[config.mk]
export PLATFORM = sky130hd
export DESIGN_NAME = instr_sequencer_flat
export DESIGN_NICKNAME = d
export VERILOG_FILES = /design/src/rtl/instr_sequencer_pkg.sv /design/src/rtl/instr_sequencer_if.sv /design/src/rtl/instr_sequencer_decode.sv /design/src/rtl/instr_sequencer.sv /design/src/flat_wrapper.sv
export SDC_FILE = /design/constraint.sdc
export NUM_CORES = 1
export LEC_CHECK = 0
export CORE_AREA = 2 2 67 75
export CTS_CLUSTER_DIAMETER = 100
export DETAILED_ROUTE_END_ITERATION = 16
export DIE_AREA = 0 0 69 77
export HOLD_SLACK_MARGIN = 0.06
export PLACE_DENSITY = 0.73
export SLEW_MARGIN = 20
export SYNTH_ARGS = -nofsm -noshare
export SYNTH_HDL_FRONTEND = slang
export SYNTH_HIERARCHICAL = 1
export SYNTH_SLANG_ARGS = --single-unit
export TNS_END_PERCENT = 100
[constraint.sdc]
create_clock -name CLK -period 3.8 [get_ports CLK]
set_input_delay 0.76 -clock CLK [delete_from_list [all_inputs] [get_ports CLK]]
set_output_delay 0.76 -clock CLK [all_outputs]
set_load 0.02 [all_outputs]
[src/rtl/instr_sequencer_pkg.sv]
// instr_pkg: shared types and constants for the instruction sequencer.
// Holds the FSM state type, opcode and ALU-control encodings, instruction
// field positions and the packed control payload driven to the datapath.
package instr_pkg;

   localparam int unsigned INSTR_W = 16;
   localparam int unsigned REG_W   = 4;
   localparam int unsigned IMM_W   = 8;
   localparam int unsigned ALU_W   = 2;

   // Instruction field positions
   localparam int unsigned OP_MSB  = 15;
   localparam int unsigned OP_LSB  = 12;
   localparam int unsigned D_MSB   = 11;
   localparam int unsigned D_LSB   = 8;
   localparam int unsigned S_MSB   = 7;
   localparam int unsigned S_LSB   = 4;
   localparam int unsigned T_MSB   = 3;
   localparam int unsigned T_LSB   = 0;
   localparam int unsigned IMM_MSB = 7;
   localparam int unsigned IMM_LSB = 0;

   typedef enum logic [1:0] {IDLE, FETCH, EXEC, HALT} state_t;

   localparam logic [3:0] OP_NOP  = 4'h0;
   localparam logic [3:0] OP_AND  = 4'h1;
   localparam logic [3:0] OP_OR   = 4'h2;
   localparam logic [3:0] OP_ADD  = 4'h3;
   localparam logic [3:0] OP_SUB  = 4'h4;
   localparam logic [3:0] OP_ANDI = 4'h5;
   localparam logic [3:0] OP_ORI  = 4'h6;
   localparam logic [3:0] OP_ADDI = 4'h7;
   localparam logic [3:0] OP_SUBI = 4'h8;
   localparam logic [3:0] OP_BZ   = 4'h9;
   localparam logic [3:0] OP_JMP  = 4'hB;
   localparam logic [3:0] OP_HALT = 4'hF;

   localparam logic [ALU_W-1:0] ALU_AND = 2'b00;
   localparam logic [ALU_W-1:0] ALU_OR  = 2'b01;
   localparam logic [ALU_W-1:0] ALU_ADD = 2'b10;
   localparam logic [ALU_W-1:0] ALU_SUB = 2'b11;

   // Datapath control payload decoded from one instruction
   typedef struct packed {
      logic [REG_W-1:0] ra1;
      logic [REG_W-1:0] ra2;
      logic [REG_W-1:0] wa;
      logic             we;
      logic             alu_src;
      logic [ALU_W-1:0] alu_ctrl;
      logic [IMM_W-1:0] imm;
   } ctrl_t;

endpackage

[src/rtl/instr_sequencer_if.sv]
// instr_sequencer_if: ROM fetch bus plus datapath control/flag signals.
//   master (sequencer): drives instr_addr, RA1, RA2, WA, write_enable,
//                       ALUSrc, ALUControl, immediate; reads instr_data, Zero.
//   slave  (ROM + datapath): the reverse directions.
interface instr_sequencer_if
   import instr_pkg::*;
#(
   parameter int unsigned ADDR_W = 8
) ();

   logic [ADDR_W-1:0]  instr_addr;
   logic [INSTR_W-1:0] instr_data;
   logic               Zero;
   logic [REG_W-1:0]   RA1;
   logic [REG_W-1:0]   RA2;
   logic [REG_W-1:0]   WA;
   logic               write_enable;
   logic               ALUSrc;
   logic [ALU_W-1:0]   ALUControl;
   logic [IMM_W-1:0]   immediate;

   modport master (
      output instr_addr, RA1, RA2, WA, write_enable, ALUSrc, ALUControl, immediate,
      input  instr_data, Zero
   );

   modport slave (
      input  instr_addr, RA1, RA2, WA, write_enable, ALUSrc, ALUControl, immediate,
      output instr_data, Zero
   );

endinterface

[src/rtl/instr_sequencer_decode.sv]
// instr_decode: purely combinational instruction decoder.
//   ir         in   instruction register
//   ctrl       out  datapath control payload for this instruction
//   is_branch  out  BZ
//   is_jump    out  JMP
//   is_halt    out  HALT
//   is_illegal out  undefined opcode (treated as NOP)
module instr_decode
   import instr_pkg::*;
(
   input  logic [INSTR_W-1:0] ir,
   output ctrl_t              ctrl,
   output logic               is_branch,
   output logic               is_jump,
   output logic               is_halt,
   output logic               is_illegal
);

   logic [3:0]       op;
   logic [REG_W-1:0] fd;
   logic [REG_W-1:0] fs;
   logic [REG_W-1:0] ft;
   logic [IMM_W-1:0] fimm;

   assign op   = ir[OP_MSB:OP_LSB];
   assign fd   = ir[D_MSB:D_LSB];
   assign fs   = ir[S_MSB:S_LSB];
   assign ft   = ir[T_MSB:T_LSB];
   assign fimm = ir[IMM_MSB:IMM_LSB];

   // Opcode to control mapping; the ALU code is the offset within each op group
   always_comb begin
      ctrl       = '0;
      is_branch  = 1'b0;
      is_jump    = 1'b0;
      is_halt    = 1'b0;
      is_illegal = 1'b0;
      case (op)
         OP_NOP: ;
         OP_AND, OP_OR, OP_ADD, OP_SUB: begin
            ctrl.wa       = fd;
            ctrl.ra1      = fs;
            ctrl.ra2      = ft;
            ctrl.alu_ctrl = ALU_W'(op - OP_AND);
            ctrl.we       = 1'b1;
         end
         OP_ANDI, OP_ORI, OP_ADDI, OP_SUBI: begin
            ctrl.wa       = fd;
            ctrl.ra1      = fd;
            ctrl.alu_src  = 1'b1;
            ctrl.imm      = fimm;
            ctrl.alu_ctrl = ALU_W'(op - OP_ANDI);
            ctrl.we       = 1'b1;
         end
         OP_BZ: begin
            // rd OR 0 lets the datapath produce Zero for rd
            ctrl.ra1      = fd;
            ctrl.alu_src  = 1'b1;
            ctrl.alu_ctrl = ALU_OR;
            is_branch     = 1'b1;
         end
         OP_JMP:  is_jump    = 1'b1;
         OP_HALT: is_halt    = 1'b1;
         default: is_illegal = 1'b1;
      endcase
   end

endmodule

[src/rtl/instr_sequencer.sv]
// instr_sequencer: two-cycle FETCH/EXEC controller for the register-file/ALU datapath.
//   CLK, RST_N  clock (rising edge) and asynchronous active-low reset
//   start       leaves IDLE and begins fetching at PC 0
//   bus         master side: ROM address/data and datapath control/Zero flag
//   pc          current instruction address
//   halted      high in the HALT state
//   illegal     sticky undefined-opcode flag, cleared only by reset
module instr_sequencer
   import instr_pkg::*;
#(
   parameter int unsigned ADDR_W = 8
) (
   input  logic                     CLK,
   input  logic                     RST_N,
   input  logic                     start,
   instr_sequencer_if.master        bus,
   output logic [ADDR_W-1:0]        pc,
   output logic                     halted,
   output logic                     illegal
);

   state_t             state;
   logic [INSTR_W-1:0] ir;
   ctrl_t              ctrl;
   logic               is_branch;
   logic               is_jump;
   logic               is_halt;
   logic               is_illegal;
   logic               exec_c;
   logic [ADDR_W-1:0]  pc_next_c;

   instr_decode u_decode (
      .ir         (ir),
      .ctrl       (ctrl),
      .is_branch  (is_branch),
      .is_jump    (is_jump),
      .is_halt    (is_halt),
      .is_illegal (is_illegal)
   );

   // Next PC, all arithmetic modulo 2^ADDR_W; branch offset is relative to the BZ address
   always_comb begin
      pc_next_c = pc + ADDR_W'(1);
      if (is_halt) begin
         pc_next_c = pc;
      end else if (is_jump) begin
         pc_next_c = ADDR_W'(ir[IMM_MSB:IMM_LSB]);
      end else if (is_branch && bus.Zero) begin
         pc_next_c = pc + ADDR_W'($signed(ir[IMM_MSB:IMM_LSB]));
      end
   end

   // FSM, PC, IR and status flags
   always_ff @(posedge CLK or negedge RST_N) begin
      if (!RST_N) begin
         state   <= IDLE;
         pc      <= '0;
         ir      <= '0;
         halted  <= 1'b0;
         illegal <= 1'b0;
      end else begin
         case (state)
            IDLE: begin
               if (start) state <= FETCH;
            end
            FETCH: begin
               ir    <= bus.instr_data;
               state <= EXEC;
            end
            EXEC: begin
               pc <= pc_next_c;
               if (is_illegal) illegal <= 1'b1;
               if (is_halt) begin
                  state  <= HALT;
                  halted <= 1'b1;
               end else begin
                  state <= FETCH;
               end
            end
            HALT:    state <= HALT;
            default: state <= IDLE;
         endcase
      end
   end

   // Datapath controls are live only in EXEC so they drop with the state on reset
   assign exec_c           = (state == EXEC);
   assign bus.instr_addr   = pc;
   assign bus.RA1          = exec_c ? ctrl.ra1      : '0;
   assign bus.RA2          = exec_c ? ctrl.ra2      : '0;
   assign bus.WA           = exec_c ? ctrl.wa       : '0;
   assign bus.write_enable = exec_c & ctrl.we;
   assign bus.ALUSrc       = exec_c & ctrl.alu_src;
   assign bus.ALUControl   = exec_c ? ctrl.alu_ctrl : '0;
   assign bus.immediate    = exec_c ? ctrl.imm      : '0;

endmodule

[src/flat_wrapper.sv]
// flat-port wrapper written by rule: the top's interface ports become plain ports
module instr_sequencer_flat import instr_pkg::*;
#(
   parameter int unsigned ADDR_W = 8
)
  (CLK, RST_N, start, pc, halted, illegal, bus_instr_addr, bus_RA1, bus_RA2, bus_WA, bus_write_enable, bus_ALUSrc, bus_ALUControl, bus_immediate, bus_instr_data, bus_Zero);
  instr_sequencer_if #(.ADDR_W(ADDR_W)) bus_i ();
  input  logic CLK;
  input  logic RST_N;
  input  logic start;
  output logic [ADDR_W-1:0] pc;
  output logic halted;
  output logic illegal;
  output wire logic [$bits(bus_i.instr_addr)-1:0] bus_instr_addr;
  output wire logic [$bits(bus_i.RA1)-1:0] bus_RA1;
  output wire logic [$bits(bus_i.RA2)-1:0] bus_RA2;
  output wire logic [$bits(bus_i.WA)-1:0] bus_WA;
  output wire logic [$bits(bus_i.write_enable)-1:0] bus_write_enable;
  output wire logic [$bits(bus_i.ALUSrc)-1:0] bus_ALUSrc;
  output wire logic [$bits(bus_i.ALUControl)-1:0] bus_ALUControl;
  output wire logic [$bits(bus_i.immediate)-1:0] bus_immediate;
  input wire logic [$bits(bus_i.instr_data)-1:0] bus_instr_data;
  input wire logic [$bits(bus_i.Zero)-1:0] bus_Zero;
  assign bus_instr_addr = bus_i.instr_addr;
  assign bus_RA1 = bus_i.RA1;
  assign bus_RA2 = bus_i.RA2;
  assign bus_WA = bus_i.WA;
  assign bus_write_enable = bus_i.write_enable;
  assign bus_ALUSrc = bus_i.ALUSrc;
  assign bus_ALUControl = bus_i.ALUControl;
  assign bus_immediate = bus_i.immediate;
  assign bus_i.instr_data = bus_instr_data;
  assign bus_i.Zero = bus_Zero;
  instr_sequencer #(.ADDR_W(ADDR_W)) u_core (.CLK(CLK), .RST_N(RST_N), .start(start), .bus(bus_i), .pc(pc), .halted(halted), .illegal(illegal));
endmodule
; Yosys cells after proc, flatten, opt, wreduce, memory -nomap -nowiden
; Index checks and enable logic that the tools add are counted.
; W data, S select, Z words.
[op_classes]
n_reduce_logical = 11
n_shift = 0
eq_ne = 15
n_lt_le_gt_ge = 0
div = 0
addsub = 4
bitwise = 4
n_mux = 19
multipliers = 0
[ops]
columns = cell, count
row1 = $mux W8, 4
row2 = $eq A4 B3 Y1 const B, 4
row3 = $eq A4 B4 Y1 const B, 4
row4 = $mux W4, 4
row5 = $reduce_or A12 Y1, 1
row6 = $add A8 B1 Y8 const B, 1
row7 = $add A8 B8 Y8, 1
row8 = $eq A4 B2 Y1 const B, 2
row9 = $pmux W2 S4, 1
row10 = $pmux W4 S2, 1
row11 = $reduce_or A4 Y1, 2
row12 = $reduce_or A8 Y1, 1
row13 = $mux W2, 3
row14 = $pmux W2 S3, 1
row15 = $reduce_and A2 Y1, 3
row16 = $mux W5, 1
row17 = $reduce_or A5 Y1, 1
row18 = $eq A2 B2 Y1 const B, 2
row19 = $eq A4 B1 Y1 const B, 1
row20 = $logic_not A4 Y1, 1
row21 = $mux W1, 4
row22 = $sub A2 B1 Y2 const B, 2
row23 = $and A1 B1 Y1, 2
row24 = $eq A2 B1 Y1 const B, 1
row25 = other kinds (4), 5
[totals]
out_inout_bits = 42
memories = 0
wordCells = 58
rom_bits = 0
latchBits = 0
in_bits = 20
mem_bits_rw = 0
ff_bits = 28

; Depth between registers and ports, before layout
[logic_depth]
word_depth = 5
depth_mapped = 15
ltp_nobuf = 15

; Modules after synthesis
; The synthesis kept the hierarchy.
[by_module_without_submodules]
columns = module, instances, seq_area_each_um2, area_per_inst_um2, cells_each
row1 = instr_sequencer, 1, 700.7, 1711.6, 200
row2 = instr_decode, 1, 0.0, 349.1, 51

; Worst setup path after synthesis
; Ideal clock, no wire load.
[synth_path]
kind = reg-to-reg
start = register u_core.ir[13]
end = register u_core.pc[7], in the netlist u_core/bus.instr_addr[7]
setup_ns = 0.068
slack_ns = 1.045
n_path_buf = 0
stages_incl_launch_ff = 14
t_arrival_ns = 2.687
cell_sequence = dfrtp_1 > inv_1 > ha_1 > nand2_1 > inv_1 > nand2_1 > or2_2 > ha_1 > a211oi_1 > nor2_1 > a221oi_4 > and2b_2 > o211ai_1 > o221a_1
[synth_between]
elab_chain_cells = 5
word_cells_on_any_way = 11
classes_between = eq/ne (3) / mux (5) / bitwise (1) / reduce/logical (2)
[synth_lines]
columns = item, line_no
row1 = from (decl), instr_sequencer.sv:23  ; logic [INSTR_W-1:0] ir;
row2 = from (signal assigned), instr_sequencer.sv:67  ; ir <= bus.instr_data;
row3 = $eq A4 B4 Y1, instr_sequencer_decode.sv:38  ; case (op)
row4 = $mux W1, instr_sequencer_decode.sv:38
row5 = via u_core.is_branch, instr_sequencer.sv:25  ; logic is_branch;
row6 = $logic_and A1 B1 Y1, instr_sequencer.sv:48  ; end else if (is_branch && bus.Zero) begin
row7 = $mux W8, instr_sequencer.sv:48
row8 = $mux W8, instr_sequencer.sv:46  ; end else if (is_jump) begin
row9 = to (signal assigned), instr_sequencer.sv:71  ; pc <= pc_next_c;
row10 = to (decl), instr_sequencer.sv:17  ; output logic [ADDR_W-1:0] pc,
; The timed path passes the listed nets, and every way through them passes these cells.
; A chain may end at the register's enable or synchronous reset.

==> results.md <==
- Worst-margin pin slew: a little over 700 ps
- Area of the multi-input gates: between 1000 and 1500 um^2
- CTS Buffer Depth: 2
- GPL Wtd Cong: 0.907
- Htree depth: 1
- Hold buffer count at CTS: 0
- Die Y-Extent: slightly below 80 um
- Fmax: slightly below 300 MHz
- Post_cts resized: 0
- Clk pin slew, worst setup/hold paths: ~80 ps
- DP Worst Slack: about 370 ps
- Vias per inst: between 5 and 6
- WS Path Type: reg -> out
- DR vias: between 1,500 and 2,000
- Yosys top cell area share: around 34%
- Ranking of synthesized cells by area: dfrtp_1, and2_1, nand2_1
- Worst vdd ir: 0.400 mV
- Outcome: completed
- CP max stage delay: roughly 530 ps
- Area growth from synthesis to layout: 31.3%
- Final nets: between 300 and 400
- Startpoint types: register
- DRT Pass-1 Iters: 4
- Seq/Total Area, Yosys: between 30% and 40%
- Die span in x: around 70 um
- Post-Syn Area: ~2100 um^2
- Crit path max-delay family: compound AO/OA/AOI/OAI gates
- CP arrival: 2690 ps
- CTS Root Buffer Type: clkbuf_8
- Synthesized net count: ~280
- Row count: 26
- I/O pins: 62
- Antenna diodes: 0
- EDFF count, synth: 0
- Crit-path cells: inv_1, ha_1, nor3_1, a2bb2oi_1, a31oi_1, and2_1, clkdlybuf4s50_1
- Global-route wire length before repair: between 8000 and 9000 um
- Sink Count: 28
- CTS tree: built
- Routed wire length: roughly 5000 um
- Number of synthesized register bits: 28
- Worst setup EP type: output port
- Initial antenna violation count: 0
- Vias in the first global route: 1,803
- Cells after synthesis: about 250
- HPWL after detailed placement: ~3600 um
- Most instantiated cells after synthesis: nand2_1, and2_1, dfrtp_1
- Starting density of the core: between 40% and 50%
- Power density over cell area: between 600 and 700 nW/um^2
- Period Utilization, post-route: between 90% and 100%
- Pleak: approximately 1.3 nW
- Remaining antenna violation count after routing: 0
- Area of the core: roughly 4600 um^2
- Unrepaired setup endpoints after global routing: false
- CTS buffer count: 3
- Post-synth ARST share: 100%
- Total die area: about 5300 um^2
- R2R Setup Slk: approximately 670 ps
- Worst setup margin: approximately 350 ps
- Overall Global Routing Usage: between 10% and 20%
- IO buf count: between 60 and 70
- Largest area contributor in the netlist: dfrtp_1
- Max-Cap Viols: 0
- CP bufs+invs: 2
- Register Area: 701 um^2
- Fin crit period: around 3400 ps
- WP data required: between 3000 and 4000 ps
- Clock Latency Late Sink: around 270 ps
- Post-CTS Setup Repair Bufs: 0
- Largest net degree at the start of global routing: 29
- CP Max Fanout: 7
- Slowest cell on crit path: clkdlybuf4s50_1
- # setup viols final: 0
- Count of final hold-check violations: 0
- Final setup TNS: 0 ps
- Most instantiated library cell after synthesis: nand2_1
- Filler instances: ~440
- Yosys cell types: 39
- Post-DR wirelength/cell: approximately 14 um
- YS warnings: 6
- Clk_skew: approximately 5.4 ps
- Synth Flop Type: dfrtp_1
- Layout cells sized above 1: between 3 and 4%
- Syn_area_per_cell: around 8 um^2
- Gr ovfl total: 0
- Hold WC Path Type: reg -> reg
- Slew Viols, Final: 0
- Max_slew headroom: between 50% and 60%
- DRC viols: 0
- DR iter-0 viols: 55
- Fin util: between 50 and 60%
## layout make-up
class,count,area share (%)
multi-input cells,198,45.8
flip-flops and latches,28,25.9
repair buffers,63,23.1
well taps,56,2.59
clock buffers,3,1.53
inverters,8,1.11
## sequential cells by signal (all words and copies together) (netlist names)
signal                 count
u_core/bus.instr_addr      8
u_core/illegal             1
u_core/halted              1
u_core/state               2
u_core/ir                 16
## per-layer routing
layer / GRT usage [%] / up-vias / share of wire [%]
met3: 2.10 / 4 / 4.9
met5: 0 / - / 0
met4: 3.53 / 0 / 0.72
met2: 35.5 / 59 / 49
li1: - / 936 / -
met1: 23.6 / 842 / 45
## kinds of logic (layout without fill, tap and decap cells)
group,after synthesis,in the layout,share of synthesized area [%]
adder cells (fa/ha/maj),13,13,8.26
multiplexers,4,4,1.94
AO/OA/AOI/OAI,46,46,16.2
flip-flops,28,28,34.0
buffers and inverters,25,74,6.01
AND/OR/NAND/NOR,132,132,32.4
XOR/XNOR,3,3,1.28
## placed cells by master (no fill, tap or decap), types with 2 or more instances in the layout
| cell | instances |
|---|---|
| and3_1 | 7 |
| a21boi_0 | 4 |
| nor4_1 | 2 |
| mux2i_1 | 4 |
| ha_1 | 12 |
| a21oi_1 | 7 |
| dfrtp_1 | 28 |
| and2_1 | 37 |
| xor2_1 | 2 |
| clkbuf_8 | 3 |
| nor2b_1 | 6 |
| inv_1 | 8 |
| a22o_1 | 4 |
| nand2b_1 | 5 |
| o21ai_0 | 9 |
| nand3_1 | 3 |
| nor2_1 | 6 |
| buf_4 | 2 |
| a31oi_1 | 2 |
| clkdlybuf4s50_1 | 61 |
| nor3_1 | 4 |
| a21o_1 | 7 |
| a211oi_1 | 4 |
| nand2_1 | 56 |
## power breakdown
part | switching (mW) | internal, mW
clock network | 0.0858 | 0.0711
registers | 0.163 | 0.428
logic | 0.526 | 0.431
## final timing paths
kind                                                 from  cells after the start                              endpoint
worst min-delay path            u_core/halted$_DFFE_PN0P_                      1             u_core/halted$_DFFE_PN0P_
worst max register to register  u_core/ir[15]$_DFFE_PN0N_                     12  u_core/bus.instr_addr[7]$_DFFE_PN0P_
worst max-delay path            u_core/ir[13]$_DFFE_PN0N_                      7                     bus_ALUControl[0]
worst min register to register  u_core/halted$_DFFE_PN0P_                      1             u_core/halted$_DFFE_PN0P_
max in group asynchronous                           RST_N                      2             u_core/ir[13]$_DFFE_PN0N_
min in group asynchronous                           RST_N                      2  u_core/bus.instr_addr[2]$_DFFE_PN0P_
## per-stage QoR
stage	cell area, um^2	hold slack [ps]	cells	power, mW
detailed placement	2660	445	353	1.55
finish	2710	476	356	1.71
CTS	2700	477	356	1.72
global route	2710	508	356	1.86
floorplan	2060	462	251	1.25
global placement	2660	445	353	1.54
No activity file was read; power rests on OpenSTA's default activity.
